### src/rtl/dma_defs.sv
// Shared encodings and defaults for the DMA burst engine and its FIFO.
package dma_defs;

    typedef enum logic [1:0] {
        StIdle  = 2'd0,
        StRun   = 2'd1,
        StFlush = 2'd2
    } dma_state_e;

    localparam logic DirToMem   = 1'b0;
    localparam logic DirFromMem = 1'b1;

    localparam int unsigned DefaultFifoDepth = 8;
    localparam int unsigned DefaultAddrW     = 18;

endpackage

### src/rtl/dma_fifo.sv
// Synchronous FIFO with a flow-through head: o_dout is the oldest word whenever !o_empty.
module dma_fifo
    import dma_defs::*;
#(
    parameter int unsigned FIFO_DEPTH = DefaultFifoDepth,
    parameter int unsigned DATA_W     = 16
) (
    input  logic                        i_clk,
    input  logic                        i_reset,
    input  logic                        i_clear,
    input  logic                        i_push,
    input  logic                        i_pop,
    input  logic [DATA_W-1:0]           i_din,
    output logic [DATA_W-1:0]           o_dout,
    output logic                        o_full,
    output logic                        o_empty,
    output logic [$clog2(FIFO_DEPTH):0] o_count
);

    localparam int unsigned PtrW = $clog2(FIFO_DEPTH);

    logic [DATA_W-1:0] r_mem [FIFO_DEPTH];
    logic [PtrW-1:0]   r_wr_ptr;
    logic [PtrW-1:0]   r_rd_ptr;
    logic [PtrW:0]     r_count;
    logic              w_push;
    logic              w_pop;

    assign o_empty = (r_count == '0);
    assign o_full  = (r_count == (PtrW + 1)'(FIFO_DEPTH));
    assign o_count = r_count;
    assign o_dout  = r_mem[r_rd_ptr];

    // A push into a full FIFO is only safe when the head leaves in the same cycle.
    assign w_pop  = i_pop && !o_empty;
    assign w_push = i_push && (!o_full || w_pop);

    always_ff @(posedge i_clk) begin
        if (i_reset || i_clear) begin
            r_wr_ptr <= '0;
            r_rd_ptr <= '0;
            r_count  <= '0;
        end else begin
            if (w_push) begin
                r_wr_ptr <= r_wr_ptr + PtrW'(1);
            end
            if (w_pop) begin
                r_rd_ptr <= r_rd_ptr + PtrW'(1);
            end
            unique case ({w_push, w_pop})
                2'b10:   r_count <= r_count + (PtrW + 1)'(1);
                2'b01:   r_count <= r_count - (PtrW + 1)'(1);
                default: r_count <= r_count;
            endcase
        end
    end

    always_ff @(posedge i_clk) begin
        if (w_push) begin
            r_mem[r_wr_ptr] <= i_din;
        end
    end

endmodule

### src/rtl/dma_burst_engine.sv
// Device-side DMA master: buffers device words in a FIFO and moves them to/from RAM
// one word per granted bus cycle, re-requesting the bus as often as the arbiter demands.
module dma_burst_engine
    import dma_defs::*;
#(
    parameter int unsigned FIFO_DEPTH = DefaultFifoDepth,
    parameter int unsigned ADDR_W     = DefaultAddrW
) (
    input  logic              i_clk,
    input  logic              i_reset,
    input  logic              i_start,
    input  logic              i_dir,
    input  logic [ADDR_W-1:0] i_base_addr,
    input  logic [15:0]       i_word_count,
    output logic              o_busy,
    output logic              o_done,
    input  logic [15:0]       i_dev_wdata,
    input  logic              i_dev_wvalid,
    output logic              o_dev_wready,
    output logic [15:0]       o_dev_rdata,
    output logic              o_dev_rvalid,
    input  logic              i_dev_rready,
    output logic              o_dma_req,
    input  logic              i_dma_ack,
    output logic [ADDR_W-1:0] o_dma_addr,
    output logic [15:0]       o_dma_data_in,
    input  logic [15:0]       i_dma_data_out,
    output logic              o_dma_rd,
    output logic              o_dma_wr
);

    localparam int unsigned CntW = $clog2(FIFO_DEPTH) + 1;

    dma_state_e        r_state;
    dma_state_e        w_state_next;
    logic [ADDR_W-1:0] r_addr;
    logic [15:0]       r_remaining;
    logic [15:0]       r_total;
    logic [15:0]       r_pushed;
    logic              r_dir;
    logic              r_inflight;

    logic              w_launch;
    logic              w_req;
    logic              w_xfer;
    logic              w_room;
    logic              w_fifo_push;
    logic              w_fifo_pop;
    logic [15:0]       w_fifo_din;
    logic [15:0]       w_fifo_dout;
    logic              w_full;
    logic              w_empty;
    logic [CntW-1:0]   w_count;
    logic              w_unused_addr_lsb;

    assign w_unused_addr_lsb = i_base_addr[0];

    assign w_launch = i_start && (r_state == StIdle);

    // A pending read capture already owns one FIFO slot.
    assign w_room = r_inflight ? (w_count < CntW'(FIFO_DEPTH - 1)) : !w_full;

    always_comb begin
        w_req = 1'b0;
        if ((r_state == StRun) && (r_remaining != 16'd0)) begin
            w_req = (r_dir == DirToMem) ? !w_empty : w_room;
        end
    end

    assign w_xfer = w_req && i_dma_ack;

    always_ff @(posedge i_clk) begin
        if (i_reset) begin
            r_state <= StIdle;
        end else begin
            r_state <= w_state_next;
        end
    end

    always_comb begin
        w_state_next = r_state;
        unique case (r_state)
            StIdle: begin
                if (i_start) begin
                    w_state_next = (i_word_count == 16'd0) ? StFlush : StRun;
                end
            end
            StRun: begin
                if (w_xfer && (r_remaining == 16'd1)) begin
                    w_state_next = StFlush;
                end
            end
            StFlush: begin
                if (!r_inflight) begin
                    w_state_next = StIdle;
                end
            end
            default: w_state_next = StIdle;
        endcase
    end

    always_comb begin
        o_busy        = (r_state != StIdle);
        o_done        = (r_state == StFlush) && !r_inflight;
        o_dma_req     = w_req;
        o_dma_wr      = w_xfer && (r_dir == DirToMem);
        o_dma_rd      = w_xfer && (r_dir == DirFromMem);
        o_dma_addr    = w_xfer ? r_addr : '0;
        o_dma_data_in = o_dma_wr ? w_fifo_dout : 16'd0;
        o_dev_wready  = (r_state == StRun) && (r_dir == DirToMem) && !w_full &&
                        (r_pushed != r_total);
        // Read data stays visible after completion until the next start clears it.
        o_dev_rvalid  = (r_dir == DirFromMem) && !w_empty;
        o_dev_rdata   = o_dev_rvalid ? w_fifo_dout : 16'd0;
    end

    always_ff @(posedge i_clk) begin
        if (i_reset) begin
            r_addr      <= '0;
            r_remaining <= '0;
            r_total     <= '0;
            r_pushed    <= '0;
            r_dir       <= DirToMem;
            r_inflight  <= 1'b0;
        end else begin
            r_inflight <= o_dma_rd;
            if (w_launch) begin
                r_addr      <= {i_base_addr[ADDR_W-1:1], 1'b0};
                r_remaining <= i_word_count;
                r_total     <= i_word_count;
                r_pushed    <= '0;
                r_dir       <= i_dir;
            end else begin
                if (w_xfer) begin
                    r_addr      <= r_addr + ADDR_W'(2);
                    r_remaining <= r_remaining - 16'd1;
                end
                if (i_dev_wvalid && o_dev_wready) begin
                    r_pushed <= r_pushed + 16'd1;
                end
            end
        end
    end

    assign w_fifo_push = (r_dir == DirToMem) ? (i_dev_wvalid && o_dev_wready) : r_inflight;
    assign w_fifo_pop  = (r_dir == DirToMem) ? o_dma_wr : (o_dev_rvalid && i_dev_rready);
    assign w_fifo_din  = (r_dir == DirToMem) ? i_dev_wdata : i_dma_data_out;

    dma_fifo #(
        .FIFO_DEPTH (FIFO_DEPTH),
        .DATA_W     (16)
    ) u_fifo (
        .i_clk   (i_clk),
        .i_reset (i_reset),
        .i_clear (w_launch),
        .i_push  (w_fifo_push),
        .i_pop   (w_fifo_pop),
        .i_din   (w_fifo_din),
        .o_dout  (w_fifo_dout),
        .o_full  (w_full),
        .o_empty (w_empty),
        .o_count (w_count)
    );

endmodule

### config.mk
export PLATFORM = sky130hd
export DESIGN_NAME = dma_burst_engine
export DESIGN_NICKNAME = d
export VERILOG_FILES = /design/src/rtl/dma_defs.sv /design/src/rtl/dma_fifo.sv /design/src/rtl/dma_burst_engine.sv
export SDC_FILE = /design/constraint.sdc
export NUM_CORES = 1
export LEC_CHECK = 0
export CORE_MARGIN = 1.5
export CORE_UTILIZATION = 55
export DETAILED_ROUTE_END_ITERATION = 12
export GPL_TIMING_DRIVEN = 0
export PLACE_DENSITY = 0.8
export SLEW_MARGIN = 40
export SYNTH_ARGS = -nofsm -noshare
export SYNTH_HDL_FRONTEND = slang
export SYNTH_SLANG_ARGS = --single-unit
export TNS_END_PERCENT = 5
### constraint.sdc
create_clock -name i_clk -period 9.35 [get_ports i_clk]
set_input_delay 0.935 -clock i_clk [delete_from_list [all_inputs] [get_ports i_clk]]
set_output_delay 0.935 -clock i_clk [all_outputs]
set_load 0.02 [all_outputs]
After elaboration in Yosys (flattened, before gate mapping) --
Memory sizes are Yosys's and may differ from the RTL's. A register that Yosys moved wholly into a read port is not among the register bits. Cells that the tools add are included.
Operators by class: add/subtract/negate cells 7, bitwise logic cells 1, reductions and logical operators 29, order comparisons 1, equal/unequal tests 10, muxes and demuxes 23
Operator list (number):
- 2-to-1 mux 16 bit | 5
- 2-to-1 mux 18 bit | 3
- adder 18 x 2 -> 18 bit (second input constant) | 1
- adder 16 x 1 -> 16 bit (second input constant) | 1
- == test 16 x 1 -> 1 bit (second input constant) | 1
- logical NOT 16 bit | 1
- inequality test 16 bit | 1
- nonzero test 16 bit | 1
- subtractor 16 x 1 -> 16 bit (second input constant) | 1
- logical AND 1 bit | 15
- 2-to-1 mux 2 bit | 4
- one-hot mux 4 bit (2 select lines) | 1
- 2-to-1 mux 1 bit | 7
- adder 3 x 1 -> 3 bit (second input constant) | 2
- 2-to-1 mux 3 bit | 2
- inequality test 2 bit (second input constant) | 3
- one-hot mux 2 bit (3 select lines) | 1
- nonzero test 2 bit | 3
- adder 4 x 1 -> 4 bit (second input constant) | 1
- == test 2 x 1 -> 1 bit (second input constant) | 2
- == test 2 bit (second input constant) | 2
- == test 4 bit (second input constant) | 1
- logical NOT 4 bit | 1
- less-than comparator 4 x 3 -> 1 bit (second input constant) | 1
- other kinds (7) | 10
Word-level totals: word-level logic and storage cells 83, output and inout bits 57, bits of input ports 73, flip-flop bits (word level) 80, memories kept 1, memory bits (writable) 128
Memories:
- u_fifo.r_mem | depth 8, width 16, rd ports 1, clocked after memory_dff 1, write ports 1, line dma_fifo.sv:22 | logic [DATA_W-1:0] r_mem [FIFO_DEPTH];

Depth between registers and ports, before layout --
word-level depth 13, depth in mapped cells 12, gate-level depth less buffers 12

Cells and area by module --
A second synthesis with hierarchy kept.
Second synthesis, totals: cell total of the unflattened synthesis 807, area, all modules 9900.7 µm²
By module, submodules not included:
- dma_fifo | cells an instance 261, instances 1, area each 5479.0 µm²
- dma_burst_engine | cells an instance 546, instances 1, area each 4421.7 µm²

Least setup slack after synthesis --
Ideal clock, no wire load.
path type input to register, start point in i_dev_wvalid, end point mem u_fifo.r_mem[1][0] (enable), setup time 0.409 ns, data required time 8.941 ns, setup slack 6.194 ns, cell stages on the path 4, arrival time 2.747 ns, path through nand2_1 -> o21ai_1 -> nand2_1 -> nor3_1
Between the ends: word-level cells in the longest chain between the ends 5
RTL lines:
- start, declared | line dma_burst_engine.sv:18 | input logic i_dev_wvalid,
- logical AND 1 bit | line dma_burst_engine.sv:145 | assign w_fifo_push = (r_dir == DirToMem) ? (i_dev_wvalid && o_dev_wready) : r_inflight;
- 2-to-1 mux 1 bit | line dma_burst_engine.sv:145
- logical AND 1 bit | line dma_fifo.sv:36 | assign w_push = i_push && (!o_full || w_pop);
- 2-to-1 mux 1 bit | line dma_fifo.sv:59 | if (w_push) begin
- 2-to-1 mux 1 bit (not written as such) | line dma_fifo.sv:60 | r_mem[r_wr_ptr] <= i_din;
- end, declared | line dma_fifo.sv:22
No other way between the ends.

Worst setup path in the final report --
start point reg r_remaining[0], end point out o_dma_data_in[11]
Between the ends: word-level cells in the longest chain between the ends 6
RTL lines:
- start, declared | line dma_burst_engine.sv:37 | logic [15:0] r_remaining;
- start signal, assigned | line dma_burst_engine.sv:129 | r_remaining <= i_word_count;
- start signal, assigned | line dma_burst_engine.sv:136 | r_remaining <= r_remaining - 16'd1;
- nonzero test 16 bit | line dma_burst_engine.sv:65 | if ((r_state == StRun) && (r_remaining != 16'd0)) begin
- logical AND 1 bit | line dma_burst_engine.sv:65
- 2-to-1 mux 1 bit | line dma_burst_engine.sv:65
- logical AND 1 bit | line dma_burst_engine.sv:70 | assign w_xfer = w_req && i_dma_ack;
- logical AND 1 bit | line dma_burst_engine.sv:106 | o_dma_wr = w_xfer && (r_dir == DirToMem);
- 2-to-1 mux 16 bit | line dma_burst_engine.sv:109 | o_dma_data_in = o_dma_wr ? w_fifo_dout : 16'd0;
- end, declared | line dma_burst_engine.sv:26 | output logic [15:0] o_dma_data_in,
No other way between the ends.

==> results.txt <==
- The run finished with clean final reports.
- Max-cap violations in this run came to 0.
* Yosys warning total: 0
- After clock tree synthesis, the clock-pin slew on the worst setup and hold paths is 60 ps.
- Width of the die: 134.5 um
* Final Hold Viols: 0
* Y dimension of the die: 134.5 um
- In this run the number of H-tree levels came out at 1.
- The floorplan step defined a core boundary enclosing 16760 um^2.
- The filler cells instantiated in the layout total 1181.
- Max Fclk: 0.2109 GHz
- After layout, the worst path uses 50.71% of the clock period.
* Worst path top cell family by delay: buffers and inverters
- Maximum count of clock buffers along a single path: 3
* Crit path launch type: flip-flop
* Root buffer cell: clkbuf_16
- Cells fill 71.34% of the core in the end.
* Number of cells after detailed placement: 1145
* Library cell with the largest summed area after synthesis: edfxtp_1
- In the final design database the tool counted 1032 nets.
- Count of standard-cell rows: 47
- Critical setup path kind: reg2out
* Top flip-flop cell by instance count after synthesis: edfxtp_1
- Setup repair after global routing missed its margin: false
- Port-buffer cells: 127
- The max-slew violation count came to 0.
* Post-synthesis async set-or-reset flop share: 0%
* Fraction of final layout cells with drive strength greater than 1: 13.47%
* Routed length per placed instance: 20.49 um
* Top cells by instance count after synthesis: edfxtp_1 (128), nor2_1 (96), dfxtp_1 (82)
* Inserted Clock Buffers: 22
- Weighted congestion reported at the end of routability-driven placement: 0.8776
* Final instance count without filler cells: 1185
- EDFF count, synth: 128
- Leakage power total: 3.996 nW
- DRC marker count from the first detailed-route iteration: 557
* WHS: 469.3 ps
* Biggest area contributors in the synthesized netlist: edfxtp_1 (40%), dfxtp_1 (17%), mux4_2 (7.6%)
- Wires add up to 24280 um.
- The synthesized netlist contains 65 unique library cells.
- Clock latency reported for the late side of the worst-skew pair: 510 ps
- For the finished layout, the period the worst path requires is 4742 ps.
* Setup WS post-layout: 4608 ps
- Counting both buffers and inverters, the worst setup path holds a total of 4.
* Tightest slew margin relative to the limit: 40.30%
- Dividing total power by cell area gives a power density of 176.1 nW/um^2.
- Overall via count from detail_route: 7068
* Post-Route Skew: 20.75 ps
- Maximum number of pins on one net before global-route repair: 17
* Hold-fix buffers at CTS: 0
- Number of nets in the synthesized netlist: 874
- Setup violators final: 0
* Global Route Usage Sum: 27.28%
- The largest individual stage delay along the critical path comes from the cell or4b_2.
- The completed layout was analyzed and its total power is 2.106 mW.
- Post-synthesis cell area: 9510 um^2
- Sequential cells were found to cover 57.68% of the synthesized design area.
- After routing the design area is 11960 um^2.
- The number of global-route vias before repair is 7023.
- TritonCTS built the clock tree.
- For this run, the slowest stage of the critical path takes 640 ps.
- Adding up every negative setup slack in the final design gives 0 ps.
- Post-synthesis sequential element count: 210
- 0 antenna diodes ended up in the layout.
- Critical path peak fanout: 10
* Placement Cell Area: 11190 um^2
- For this configuration, the core starts out at a cell density of 56.75%.
* Setup fix buffers added after clock tree synthesis: 0
- The first global-routing pass estimated 37700 um of wire.
* Actual transition at the worst max-transition pin: 895.5 ps
* Hold Crit Class: reg2reg
* Area share of the largest cell type after synthesis: 40.42%
- For this run, the detailed router's first-pass iteration total came to 5.
* Antenna violations before repair: 0
- The signal on the critical path passes through inv_1 -> ha_1 -> or4b_2 -> nor4_4 -> or3_1 -> clkbuf_1 -> buf_2 -> nor2_1 -> clkdlybuf4s50_1.
* Nature of the critical path endpoint: output port
- Count of pins on the block boundary: 130
- CTS saw 210 sinks.
* Post-CTS resize count: 0
- Most frequent cell after synthesis: edfxtp_1
- Before CTS, the worst setup slack after placement is 4976 ps.
* Worst EP required: 8420 ps
- Critical path data arrival time: 3810 ps
- Detail Placement HPWL: 16380 um
* Overall die area: 18090 um^2
- VDD sags by at most 0.0001604 V.
- DRT antenna net count: 0
- Post-route DRC violation count: 0
- Total overflow reported by the global router: 0
- Post-detailed-route via-to-cell ratio: 5.965
- The area growth from synthesis to layout is 25.72%.
- After technology mapping, the gate count stands at 791.
- A synthesized cell averages 12.02 um^2.
-- report_power, final --
group | internal [mW] | switching, mW
logic | 0.0797 | 0.107
registers | 1.01 | 0.0188
clock network | 0.536 | 0.357
-- worst register-to-register path: stages, from the launching register on --
cell and delay (ps):
dfxtp_1 430, nor3_1 130, a211oi_1 510, nand2_1 330, o21ai_1 500, nand2_1 350
nor3_2 600, buf_2 340
-- layer usage --
layer | vias to the layer above | wire length (um) | GRT usage, %
li1 | 3276 | - | -
met1 | 3437 | 9724 | 34.95
met2 | 301 | 12370 | 47.89
met3 | 54 | 1491 | 4.092
met4 | 0 | 693 | 8.901
met5 | - | 0 | 0
-- worst paths after layout --
kind	slack, ps	startpoint	end	depth (start not counted)
worst min-delay path	470	r_total[2]	r_total[2]	2
worst max-delay path	4610	r_remaining[0]	o_dma_data_in[11]	9
worst max register to register	5860	u_fifo.o_count[1]	u_fifo.r_mem[1][3]	7
worst min register to register	470	r_total[2]	r_total[2]	2
-- kinds of logic (layout without fill, tap and decap cells) --
kind of cell               Yosys count  after routing  synth area share (%)
adders and majority gates           10             10                 1.395
and+or+nand+nor                    291            291                 14.93
buffers and inverters               59            233                 2.566
DFF                                210            210                 57.68
muxes                               68             68                 11.59
xor gates and xnor gates            38             38                 3.500
other                                1              1               0.03943
AOI/OAI and AO/OA                  114            114                 8.302
-- layout by cell type (no fill, tap or decap), types with 20 or more instances in the layout --
master	netlist	final
a21oi_1	35	35
mux4_2	32	32
clkdlybuf4s50_1	0	127
nand3_1	20	20
xnor2_1	32	32
clkbuf_16	0	24
edfxtp_1	128	128
clkbuf_1	33	34
and3_1	21	21
nand2_1	74	74
dfxtp_1	82	82
nor2_1	96	90
-- flip-flops by register name, summed over array words and instances (netlist names), named ones only --
register and cells:
u_fifo.r_mem 128, r_remaining 16, u_fifo.r_rd_ptr 3, r_addr 17
r_inflight 1, u_fifo.r_wr_ptr 3, r_pushed 16, r_dir 1
r_state 2, r_total 16, u_fifo.o_count 4
-- layout make-up --
| type | instances | area (um^2) | area share (%) |
|---|---|---|---|
| buffer | 46 | 201.4 | 1.685 |
| clock buffer | 31 | 676.9 | 5.661 |
| clock inverter | 9 | 88.84 | 0.7430 |
| inverter | 13 | 48.80 | 0.4081 |
| multi-input combinational | 522 | 3845 | 32.16 |
| sequential | 210 | 5485 | 45.88 |
| tap | 220 | 275.3 | 2.302 |
| timing repair buffer | 134 | 1335 | 11.17 |
Power figures use the tool's default switching activity.
